$ cat config.mk
export PLATFORM = sky130hd
export DESIGN_NAME = cpu_mem_arbiter
export DESIGN_NICKNAME = d
export VERILOG_FILES = /design/src/rtl/cpu_mem_arbiter_pkg.sv /design/src/rtl/cpu_mem_arbiter.sv
export SDC_FILE = /design/constraint.sdc
export NUM_CORES = 1
export LEC_CHECK = 0
export ABC_AREA = 1
export BUFFER_PORTS_ARGS = -buffer_cell sky130_fd_sc_hd__buf_2
export CAP_MARGIN = 10
export CORE_AREA = 5 5 105 107
export CTS_CLUSTER_DIAMETER = 80
export DETAILED_ROUTE_END_ITERATION = 6
export DIE_AREA = 0 0 110 112
export PLACE_DENSITY = 0.74
export SYNTH_ARGS = -nofsm -noshare
export SYNTH_HDL_FRONTEND = slang
export SYNTH_SLANG_ARGS = --single-unit
export TNS_END_PERCENT = 10
$ cat constraint.sdc
create_clock -name clk -period 2.2 [get_ports clk]
set_clock_uncertainty 0.2 [all_clocks]
set_input_delay 0.44 -clock clk [delete_from_list [all_inputs] [get_ports clk]]
set_output_delay 0.44 -clock clk [all_outputs]
set_load 0.02 [all_outputs]
$ cat src/rtl/cpu_mem_arbiter_pkg.sv
// cpu_mem_arbiter_pkg: shared types for the fetch/data memory arbiter.
// Holds the arbiter state encoding used by the RTL and anything probing it.
package cpu_mem_arbiter_pkg;

   typedef enum logic [2:0] {
      MEM_ARB_IDLE   = 3'd0,
      MEM_ARB_CMD_I  = 3'd1,
      MEM_ARB_CMD_D  = 3'd2,
      MEM_ARB_RESP_I = 3'd3,
      MEM_ARB_RESP_D = 3'd4,
      MEM_ARB_DRAIN  = 3'd5
   } arb_state_t;

endpackage

$ cat src/rtl/cpu_mem_arbiter.sv
// cpu_mem_arbiter: one-outstanding memory port shared by fetch and data.
// Data wins ties; fetch responses cancelled by a redirect are drained.
module cpu_mem_arbiter
   import cpu_mem_arbiter_pkg::*;
#(
   parameter int ADDR_WIDTH = 32,
   parameter int DATA_WIDTH = 32
) (
   input  logic                    clk,
   input  logic                    rst_n,
   input  logic                    if_req,
   input  logic [ADDR_WIDTH-1:0]   if_addr,
   input  logic                    if_kill,
   output logic                    if_ready,
   output logic [DATA_WIDTH-1:0]   if_rdata,
   input  logic                    d_req,
   input  logic                    d_we,
   input  logic [ADDR_WIDTH-1:0]   d_addr,
   input  logic [DATA_WIDTH-1:0]   d_wdata,
   input  logic [DATA_WIDTH/8-1:0] d_wstrb,
   output logic                    d_ready,
   output logic [DATA_WIDTH-1:0]   d_rdata,
   output logic                    mem_valid,
   input  logic                    mem_ready,
   output logic                    mem_we,
   output logic [ADDR_WIDTH-1:0]   mem_addr,
   output logic [DATA_WIDTH-1:0]   mem_wdata,
   output logic [DATA_WIDTH/8-1:0] mem_wstrb,
   input  logic                    mem_rvalid,
   input  logic [DATA_WIDTH-1:0]   mem_rdata,
   output logic                    stall_f,
   output logic                    stall_m
);

   localparam int SW = DATA_WIDTH / 8;

   arb_state_t state;
   arb_state_t state_nx;

   logic                  kill_pend;
   logic                  cmd_we;
   logic [ADDR_WIDTH-1:0] cmd_addr;
   logic [DATA_WIDTH-1:0] cmd_wdata;
   logic [SW-1:0]         cmd_wstrb;

   logic grant_d;
   logic grant_i;
   logic accept;

   assign grant_d = (state == MEM_ARB_IDLE) && d_req;
   assign grant_i = (state == MEM_ARB_IDLE) && !d_req
                    && if_req && !if_kill;
   assign accept  = mem_valid && mem_ready;

   // State register.
   always_ff @(posedge clk or negedge rst_n) begin
      if (!rst_n) state <= MEM_ARB_IDLE;
      else        state <= state_nx;
   end

   // Next-state: serialise one transaction, drain killed fetches.
   always_comb begin
      state_nx = state;
      unique case (state)
         MEM_ARB_IDLE: begin
            if (grant_d)      state_nx = MEM_ARB_CMD_D;
            else if (grant_i) state_nx = MEM_ARB_CMD_I;
         end
         MEM_ARB_CMD_D: begin
            if (mem_ready) state_nx = MEM_ARB_RESP_D;
         end
         MEM_ARB_CMD_I: begin
            if (mem_ready)
               state_nx = (if_kill || kill_pend) ? MEM_ARB_DRAIN
                                                 : MEM_ARB_RESP_I;
         end
         MEM_ARB_RESP_D: begin
            if (mem_rvalid) state_nx = MEM_ARB_IDLE;
         end
         MEM_ARB_RESP_I: begin
            if (mem_rvalid)   state_nx = MEM_ARB_IDLE;
            else if (if_kill) state_nx = MEM_ARB_DRAIN;
         end
         MEM_ARB_DRAIN: begin
            if (mem_rvalid) state_nx = MEM_ARB_IDLE;
         end
         default: state_nx = MEM_ARB_IDLE;
      endcase
   end

   // Outputs: command from registers, responses passed straight through.
   always_comb begin
      mem_valid = (state == MEM_ARB_CMD_I) || (state == MEM_ARB_CMD_D);
      mem_we    = cmd_we;
      mem_addr  = cmd_addr;
      mem_wdata = cmd_wdata;
      mem_wstrb = cmd_wstrb;
      d_ready   = (state == MEM_ARB_RESP_D) && mem_rvalid;
      if_ready  = (state == MEM_ARB_RESP_I) && mem_rvalid && !if_kill;
      d_rdata   = mem_rdata;
      if_rdata  = mem_rdata;
      stall_f   = if_req && !if_ready;
      stall_m   = d_req && !d_ready;
   end

   // Command registers load only on a grant, so they hold while valid.
   always_ff @(posedge clk or negedge rst_n) begin
      if (!rst_n) begin
         cmd_we    <= 1'b0;
         cmd_addr  <= '0;
         cmd_wdata <= '0;
         cmd_wstrb <= '0;
      end else if (grant_d) begin
         cmd_we    <= d_we;
         cmd_addr  <= d_addr;
         cmd_wdata <= d_wdata;
         cmd_wstrb <= d_we ? d_wstrb : '0;
      end else if (grant_i) begin
         cmd_we    <= 1'b0;
         cmd_addr  <= if_addr;
         cmd_wdata <= '0;
         cmd_wstrb <= '0;
      end
   end

   // Remember a redirect seen while the fetch command waits for accept.
   always_ff @(posedge clk or negedge rst_n) begin
      if (!rst_n)
         kill_pend <= 1'b0;
      else if (state == MEM_ARB_CMD_I && !accept)
         kill_pend <= kill_pend || if_kill;
      else
         kill_pend <= 1'b0;
   end

endmodule
==> results by group, run 1 <==
Setup path
  • WS Path Type: flip-flop to primary output
  • RR Endpoint: mem_addr[0]
  • Max incr delay on CP: 0.45 ns
  • Worst EP required: 1.56 ns
  • Crit-path max FO: 4
  • Nature of the critical path endpoint: primary output
  • Slowest-stage cell, CP: dfrtp_1
  • Worst R2R Path Depth: 6
  • Worst setup SP type: flip-flop
  • Crit path cell chain: inv_1, nor4_2, nor2_1, buf_2
  • Reg-to-reg slack, setup: about 0.37 ns
  • CP arrival: 1.44 ns
  • Critical R2R Launch: state[2]

Logic synthesis
  • Most frequent cell after synthesis: nand2_1
  • Synth top area share: 0.487
  • Commonest cells post-synth: 74 x nand2_1, 73 x dfrtp_1, 65 x buf_4
  • Ys async rst share: 1.00
  • Unique masters post-synth: 24
  • Post-synthesis sequential area ratio: 0.487
  • Syn avg cell area: 8.68 um2
  • Synthesized net count: 572
  • Synth area leaders: dfrtp_1 49%, buf_4 13%, nand2_1 7.4%
  • Syn Inst Count: 432
  • Post-synthesis cell type with the largest combined area: dfrtp_1
  • Ys Warns: 0
  • Synth Flop Type: dfrtp_1
  • Mapped cell area: around 3700 um2
  • #FFs+latches synth: 73
  • Post-synth EDFFs: 0

Detailed routing
  • Post-route antenna net violation count: 0
  • Drt drc: 0
  • DR vias: 3272
  • Drt initial violations: roughly 190
  • Vias/cell: 4.76
  • WL/cell: 14.4 um
  • TritonRoute pass-1 iters: 4
  • Total wire length: 9860 um

Layout
  • Share of cells above drive strength 1: 0.408
  • Area Overhead vs Synth: 20.0%
  • Nets: 688
  • Fillers: 994
  • Multi-input gate area: 1190 um2
  • ANT cells: 0
  • FF/Latch Area: between 1500 and 2000 um2
  • Design area: 4500 um2

Floorplan
  • Die footprint: 12300 um2
  • Die span in y: between 100 and 150 um
  • Initial Util: 0.373
  • Die X: 110 um
  • Io pins: 278
  • FP Rows: 37
  • Core box area: 10000 um2

Global route
  • Vias in the first global route: 3291
  • Total congestion overflow: 0
  • Largest net degree at the start of global routing: 41
  • First-pass GRT wire length: 14800 um
  • GRT Util Overall: 0.150
  • Initial antenna violation count: 0

STA
  • Max Fclk: between 400 and 500 MHz
  • Hold violation count in the final report: 0
  • Final setup fails: 0
  • Final slew viol count: 0
  • Final worst slack: between 0.1 and 0.15 ns
  • Relative slew slack: 0.686
  • Final min period: 2.08 ns
  • Final period util: 0.944
  • Hold slack: approximately 0.12 ns
  • Slew at the pin closest to its max-slew limit: 0.471 ns
  • Setup TNS: 0 ns

Run status
  • Status: finished, final reports clean

Pwr
  • P_leak: 2.40 nW
  • Power density cells: 1410 nW/um2
  • Peak VDD IR: 0.504 mV

Worst hold path
  • Hold Path Origin: d_wdata[12]
  • Type of the most critical hold path: input pin to flip-flop
  • Min-Delay Endpoint: mem_wdata[12]
  • Hold-critical path depth: 3

Clocking
  • CTS Buffer Depth: 2
  • CTS Root Cell: clkbuf_8
  • Worst-Skew Late Latency: 0.33 ns
  • CTS tree: done
  • Clock transition at the registers of the reported paths: about 0.08 ns
  • Setup Buffers After CTS: 0
  • H-Tree Level Count: 3
  • Clock sink count: 73
  • CTS buffer count: 9

Placement
  • DP Worst Slack: 0.259 ns
  • Gpl congestion: ~0.86
  • Port bufs: 181
  • Instance area at placement: 4290 um2
  • Hpwl dp: 7500 um

Run
  • MaxCap Viol Count: 0
-- report_power, final --
| part | switching, mW | internal, mW | leakage [nW] | total [mW] |
|---|---|---|---|---|
| sequential | 0.353 | 1.96 | 0.919 | 2.31 |
| combinational | 2.01 | 1.04 | 1.39 | 3.05 |
| clock | 0.460 | 0.541 | 0.0913 | 1.00 |
| total | 2.82 | 3.54 | 2.40 | 6.36 |
-- metrics by stage --
stage	instances	util	total power, mW
detailed placement	672	0.427	5.40
floorplan	432	-	4.52
finish	687	0.448	6.36
global route	687	0.448	6.85
global placement	672	0.427	5.30
CTS	687	0.448	6.45
-- layout make-up --
cell class              instances  share of cell area
flip-flops and latches         73               0.406
inverters                      35              0.0292
multi-input cells             238               0.264
clock inverters                 3             0.00945
clock buffers                  11              0.0314
well taps                     136              0.0378
repair buffers                191               0.222
-- sequential cells by signal, indices dropped and copies added (netlist names) --
| name | flops |
|---|---|
| kill_pend | 1 |
| mem_addr | 32 |
| mem_wdata | 32 |
| mem_we | 1 |
| mem_wstrb | 4 |
| state | 3 |
-- repair_timing --
action | 4_1_cts | 5_1_grt
resized for setup | 2 | 2
endpoints found under the hold margin | 33 | 0
setup endpoints to repair | 4 | 2
hold buffers | 1 | 0
-- worst max-delay path by stage --
stage,to,start,cells after the start
final,stall_m,state[2],4
after global routing,stall_f,state[0],4
after CTS,stall_f,state[0],4
after detailed placement,if_ready,mem_rvalid,4
after global placement,if_ready,mem_rvalid,4
after floorplan,stall_m,state[0],3
-- critical path: cells and delay by family, from the launching register on --
family,cells,cell delay (ns)
buf+inv,2,0.29
flops,1,0.45
simple gates,2,0.37
-- metal layers --
layer	track usage	wire [um]	vias to the layer above
met5	0	0	-
met4	0.0732	289	0
met3	0.0516	1110	45
met2	0.252	4740	178
met1	0.167	3720	1500
li1	-	-	1549
-- cell usage in the layout, fill, tap and decap left out, types with 2 or more instances in the layout --
cell | synthesis | final
a22o_1 | 11 | 11
buf_2 | 13 | 180
buf_4 | 65 | 9
clkbuf_8 | 0 | 10
dfrtp_1 | 73 | 71
dfrtp_2 | 0 | 2
inv_1 | 33 | 33
inv_2 | 2 | 2
nand2_1 | 74 | 74
nand3_1 | 8 | 8
nand3_2 | 2 | 2
nand4_1 | 2 | 2
nor2_1 | 42 | 42
nor4_2 | 0 | 2
o21ai_0 | 55 | 55
o21ai_1 | 24 | 24
o21ai_2 | 11 | 11
o21bai_1 | 2 | 2
-- kinds of logic (layout without fill, tap and decap cells) --
group / Yosys count / after routing / share of synthesized area
AO/OA/AOI/OAI: 104 / 104 / 0.165
buffers and inverters: 121 / 240 / 0.200
flip-flops: 73 / 73 / 0.487
AND/OR/NAND/NOR: 134 / 134 / 0.148
Power figures use the tool's default switching activity.
==> inputs of run 2 (changes only) <==
--- a/config.mk
+++ b/config.mk
@@ -8,11 +8,11 @@
 export ABC_AREA = 1
 export BUFFER_PORTS_ARGS = -buffer_cell sky130_fd_sc_hd__buf_2
 export CAP_MARGIN = 10
-export CORE_AREA = 5 5 105 107
+export CORE_MARGIN = 5
+export CORE_UTILIZATION = 40
 export CTS_CLUSTER_DIAMETER = 80
 export DETAILED_ROUTE_END_ITERATION = 6
-export DIE_AREA = 0 0 110 112
-export PLACE_DENSITY = 0.74
+export PLACE_DENSITY = 0.78
 export SYNTH_ARGS = -nofsm -noshare
 export SYNTH_HDL_FRONTEND = slang
 export SYNTH_SLANG_ARGS = --single-unit
==> results by group, run 2 (synthesis results as in run 1) <==
Setup path
  • Crit-path max FO: 8 (was 4)
  • WS Path Type: flip-flop to primary output (unchanged)
  • Nature of the critical path endpoint: primary output (unchanged)
  • Worst path buffer plus inverter count: 1 (was 2)
  • Crit path cell chain: nor2_4, nand2_1, nand2_1, buf_2 (was inv_1, nor4_2, nor2_1, buf_2)
  • CP delay by family, top: flip-flops (unchanged)
  • Max incr delay on CP: 0.48 ns (was 0.45 ns)
  • Worst EP required: 1.56 ns (about the same)
  • Most frequent CP cell: nand2_1
  • Slowest-stage cell, CP: dfrtp_1 (unchanged)
  • RR Endpoint: mem_addr[1] (was mem_addr[0])
  • Worst R2R Path Depth: 6 (unchanged)
  • Reg-to-reg slack, setup: 0.36 ns (was 0.37 ns)
  • Worst setup SP type: flip-flop (unchanged)
  • CP arrival: 1.44 ns (about the same)
  • Critical R2R Launch: state[1] (was state[2])

Worst hold path
  • Type of the most critical hold path: input pin to flip-flop (unchanged)
  • Min-Delay Endpoint: mem_wdata[15] (was mem_wdata[12])
  • Hold Path Origin: d_wdata[15] (was d_wdata[12])
  • Hold-critical path depth: 3 (unchanged)

STA
  • RSZ-0062 raised after global routing: false
  • Final slew viol count: 0 (unchanged)
  • Final setup fails: 0 (unchanged)
  • Final worst slack: 0.122 ns (was 0.124 ns)
  • Final period util: 0.945 (was 0.944)
  • Relative slew slack: 0.730 (was 0.686)
  • Final min period: 2.08 ns (about the same)
  • Max Fclk: 481 MHz (was 482 MHz)
  • Slew at the pin closest to its max-slew limit: 0.406 ns (was 0.471 ns)
  • Setup TNS: 0 ns (unchanged)
  • Hold violation count in the final report: 0 (unchanged)

Layout
  • Area Overhead vs Synth: 20.7% (was 20.0%)
  • Nets: 688 (unchanged)
  • Final core utilization: 0.492 (was 0.448)
  • Share of cells above drive strength 1: 0.407 (was 0.408)
  • Fillers: 882 (was 994)
  • Finished Layout Cells: 664 (was 687)
  • Commonest non-fill, non-tap cell in the layout: buf_2 (unchanged)
  • ANT cells: 0 (unchanged)
  • Most frequent cells in the layout: 181 x buf_2, 74 x nand2_1, 73 x dfrtp_1 (was 180 x buf_2, 74 x nand2_1, 71 x dfrtp_1)

Placement
  • DP Worst Slack: 0.372 ns (was 0.259 ns)
  • # placed instances: 647 (was 672)
  • Port bufs: 181 (unchanged)
  • Hpwl dp: 7200 um (was 7500 um)
  • Gpl congestion: 0.886 (was 0.861)

Clocking
  • CTS buffer count: 9 (unchanged)
  • CTS Root Cell: clkbuf_8 (unchanged)
  • Setup Buffers After CTS: 0 (unchanged)
  • Clock sink count: 73 (unchanged)
  • Worst-Skew Late Latency: 0.34 ns (was 0.33 ns)
  • Clock transition at the registers of the reported paths: 0.09 ns (was 0.08 ns)
  • H-Tree Level Count: 3 (unchanged)
  • CTS Buffer Depth: 2 (unchanged)
  • CTS tree: done (unchanged)

Pwr
  • Peak VDD IR: 0.660 mV (was 0.504 mV)
  • P_leak: 2.43 nW (was 2.40 nW)
  • Power density cells: 1460 nW/um2 (was 1410 nW/um2)

Global route
  • Total congestion overflow: 0 (unchanged)
  • Initial antenna violation count: 0 (unchanged)
  • GRT Util Overall: 0.164 (was 0.150)
  • Largest net degree at the start of global routing: 74 (was 41)
  • First-pass GRT wire length: 15300 um (was 14800 um)
  • Vias in the first global route: 3312 (was 3291)

Floorplan
  • Initial Util: 0.408 (was 0.373)
  • Io pins: 278 (unchanged)
  • Die footprint: 11400 um2 (was 12300 um2)
  • Core box area: 9200 um2 (was 10000 um2)
  • FP Rows: 35 (was 37)
  • Die X: 107 um (was 110 um)
  • Die span in y: 107 um (was 112 um)

Detailed routing
  • Vias/cell: 4.94 (was 4.76)
  • Drt drc: 0 (unchanged)
  • TritonRoute pass-1 iters: 4 (unchanged)
  • DR vias: 3279 (was 3272)
  • Drt initial violations: 156 (was 187)
  • Post-route antenna net violation count: 0 (unchanged)
  • WL/cell: 14.5 um (was 14.4 um)
  • Total wire length: 9640 um (was 9860 um)

Run
  • MaxCap Viol Count: 0 (unchanged)

Run status
  • Status: finished, final reports clean (unchanged)
==> run 2: worst reg2reg max path: cells and delay by family (launching register included) <==
kind	cells	cell delay, ns
buffers and inverters	2	0.42
AND/OR/NAND/NOR	3	0.48
flip-flops	1	0.48
AO/OA/AOI/OAI	1	0.17
==> run 2: how the worst max path moves through the flow <==
stage,from,end,cells after the start
finish,state[1],mem_valid,4
global route,state[1],mem_valid,4
CTS,state[2],d_ready,3
detailed placement,mem_rvalid,d_ready,4
global placement,mem_rvalid,d_ready,4
floorplan,state[0],stall_m,3
==> run 2: timing repair <==
action,4_1_cts,5_1_grt
hold buffers,1,0
resized for setup,0,2
endpoints found under the setup margin,0,4
endpoints found under the hold margin,73,0
==> run 2: area by class of cell <==
cell class              instances  area, um2  share of cell area
flip-flops and latches         73       1830               0.404
well taps                     111        139              0.0307
multi-input cells             238       1190               0.262
clock inverters                 6        116              0.0257
inverters                      35        131              0.0290
clock buffers                  10        128              0.0282
repair buffers                191        996               0.220
==> run 2: through the flow <==
stage	area [um2]	hold WS [ns]	total power, mW
floorplan	3750	-0.0556	4.52
finish	4520	0.103	6.62
global route	4520	0.101	7.09
CTS	4510	0.0823	6.69
global placement	4260	0.260	5.29
detailed placement	4260	0.274	5.39
==> run 2: routing by layer <==
layer,routed length (um),up-vias,GRT usage
li1,-,1555,-
met5,0,-,0
met2,4600,157,0.272
met4,187,0,0.0676
met1,3910,1537,0.194
met3,950,30,0.0548
==> run 2: where the power goes <==
| group | internal [mW] | switching (mW) | leakage, nW |
|---|---|---|---|
| combinational | 1.04 | 2.01 | 1.39 |
| clock | 0.760 | 0.510 | 0.121 |
| sequential | 1.95 | 0.352 | 0.922 |
==> inputs of run 3 (changes only) <==
--- a/config.mk
+++ b/config.mk
@@ -11,6 +11,7 @@
 export CORE_MARGIN = 5
 export CORE_UTILIZATION = 40
 export CTS_CLUSTER_DIAMETER = 80
+export CTS_CLUSTER_SIZE = 10
 export DETAILED_ROUTE_END_ITERATION = 6
 export PLACE_DENSITY = 0.78
 export SYNTH_ARGS = -nofsm -noshare
==> constraint.sdc (replaced) <==
create_clock -name clk -period 2.2 [get_ports clk]
set_clock_uncertainty 0.2 [all_clocks]
set_input_delay 0.66 -clock clk [delete_from_list [all_inputs] [get_ports clk]]
set_output_delay 0.66 -clock clk [all_outputs]
set_load 0.02 [all_outputs]
==> results by group, run 3 (synthesis results as in run 1) <==
Detailed routing
  • TritonRoute pass-1 iters: 4 (unchanged)
  • DR vias: 3286 (was 3279)
  • Drt initial violations: 156 (unchanged)
  • Total wire length: 9990 um (was 9640 um)
  • Drt drc: 0 (unchanged)
  • Vias/cell: 4.93 (was 4.94)
  • WL/cell: 15.0 um (was 14.5 um)
  • Post-route antenna net violation count: 0 (unchanged)

Global route
  • Vias in the first global route: 3276 (was 3312)
  • GRT Util Overall: 0.173 (was 0.164)
  • First-pass GRT wire length: 15900 um (was 15300 um)
  • Largest net degree at the start of global routing: 45 (was 74)
  • Total congestion overflow: 0 (unchanged)
  • Initial antenna violation count: 0 (unchanged)

STA
  • Setup TNS: 0 ns (unchanged)
  • Final setup fails: 0 (unchanged)
  • RSZ-0062 raised after global routing: true (was false)
  • Hold violation count in the final report: 0 (unchanged)
  • Slew at the pin closest to its max-slew limit: 0.432 ns (was 0.406 ns)
  • Relative slew slack: 0.712 (was 0.730)
  • Max Fclk: 455 MHz (was 481 MHz)
  • Final min period: 2.20 ns (was 2.08 ns)
  • Final period util: 0.998 (was 0.945)
  • Final slew viol count: 0 (unchanged)

Run status
  • Status: finished, final reports clean (unchanged)

Floorplan
  • Io pins: 278 (unchanged)
  • Initial Util: 0.408 (unchanged)
  • Core box area: 9200 um2 (unchanged)
  • Die X: 107 um (unchanged)
  • Die footprint: 11400 um2 (unchanged)
  • FP Rows: 35 (unchanged)
  • Die span in y: 107 um (unchanged)

Pwr
  • Power density cells: 1460 nW/um2 (about the same)
  • P_leak: 2.43 nW (about the same)
  • Peak VDD IR: 0.558 mV (was 0.660 mV)

Setup path
  • Max incr delay on CP: 0.24 ns (was 0.48 ns)
  • Crit path cell chain: buf_2, inv_1, nor4_2, nor2_1, buf_2 (was nor2_4, nand2_1, nand2_1, buf_2)
  • Crit-path max FO: 4 (was 8)
  • Slowest-stage cell, CP: nor4_2 (was dfrtp_1)
  • Worst setup SP type: input pin (was flip-flop)
  • CP arrival: 1.34 ns (was 1.44 ns)
  • Worst EP required: 1.34 ns (was 1.56 ns)
  • Nature of the critical path endpoint: primary output (unchanged)
  • WS Path Type: input pin to primary output (was flip-flop to primary output)
  • Most frequent CP cell: buf_2 (was nand2_1)

Clocking
  • CTS tree: done (unchanged)
  • CTS Root Cell: clkbuf_8 (unchanged)
  • Clock sink count: 73 (unchanged)
  • Clock transition at the registers of the reported paths: 0.08 ns (was 0.09 ns)
  • Worst-Skew Late Latency: 0.33 ns (was 0.34 ns)
  • Hold buffer count at cts: 0 (was 1)
  • CTS buffer count: 9 (unchanged)
  • H-Tree Level Count: 3 (unchanged)
  • CTS Buffer Depth: 2 (unchanged)

Placement
  • Port bufs: 181 (unchanged)
  • Gpl congestion: 0.910 (was 0.886)
  • Hpwl dp: 7610 um (was 7200 um)
  • # placed instances: 648 (was 647)

Run
  • MaxCap Viol Count: 0 (unchanged)

Layout
  • ANT cells: 0 (unchanged)
  • Share of cells above drive strength 1: 0.416 (was 0.407)
  • Most frequent cells in the layout: 180 x buf_2, 74 x nand2_1, 70 x dfrtp_1 (was 181 x buf_2, 74 x nand2_1, 73 x dfrtp_1)
  • Area Overhead vs Synth: 21.6% (was 20.7%)
  • Nets: 690 (was 688)
  • Final core utilization: 0.496 (was 0.492)
  • Commonest non-fill, non-tap cell in the layout: buf_2 (unchanged)
  • Finished Layout Cells: 666 (was 664)

Worst hold path
  • Type of the most critical hold path: input pin to async pin (was input pin to flip-flop)
run 3: final cells by class:
class,count,area [um2]
inverter,35,131
timing repair buffer,193,1050
clock buffer,10,128
fill,881,4640
tap,111,139
multi-input combinational,238,1200
sequential,73,1830
clock inverter,6,90.1
run 3: critical path, delay by kind of cell:
kind                   cells  cell delay, ns
AND/OR/NAND/NOR            2            0.31
buffers and inverters      3            0.36
run 3: timing repair:
action	in CTS	in global routing
resized for setup	3	0
setup buffers	1	1
pin swaps	1	1
endpoints found under the setup margin	5	5
run 3: per-layer routing:
layer | track usage | part of all wire | routed length, um
met1 | 0.209 | 0.40 | 3960
met5 | 0 | 0 | 0
met3 | 0.0524 | 0.092 | 918
met2 | 0.290 | 0.49 | 4920
met4 | 0.0676 | 0.019 | 186
run 3: path summary, 6_finish.rpt:
check	slack, ns	endpoint	cells past startpoint	startpoint
worst min-delay path	0.05	mem_we	1	rst_n
worst min register to register	0.29	mem_addr[5]	2	mem_addr[5]
min in group clk	0.29	mem_addr[5]	2	mem_addr[5]
max in group asynchronous	1.17	mem_wstrb[0]	2	rst_n
worst max register to register	0.31	mem_addr[26]	7	state[1]
worst max-delay path	0.004	stall_m	5	mem_rvalid
run 3: power by group:
part           switching, mW  leakage (nW)  total [mW]  internal [mW]
Sequential             0.351         0.918        2.31           1.96
Clock                  0.514         0.107        1.16          0.643
Combinational           2.06          1.41        3.17           1.12
Total                   2.92          2.43        6.64           3.72
run 3: stage by stage:
| step | hold WS (ns) | power [mW] | cell area, um2 | setup slack [ns] |
|---|---|---|---|---|
| 2_1_floorplan | 0.164 | 4.53 | 3770 | -0.0603 |
| 3_3_place_gp | 0.264 | 5.40 | 4330 | 0.0171 |
| 3_5_place_dp | 0.268 | 5.50 | 4330 | -0.00285 |
| 4_1_cts | 0.0389 | 6.72 | 4560 | -0.0228 |
| 5_1_grt | 0.0653 | 7.14 | 4560 | -0.0728 |
| 6_report | 0.0527 | 6.64 | 4560 | 0.00358 |
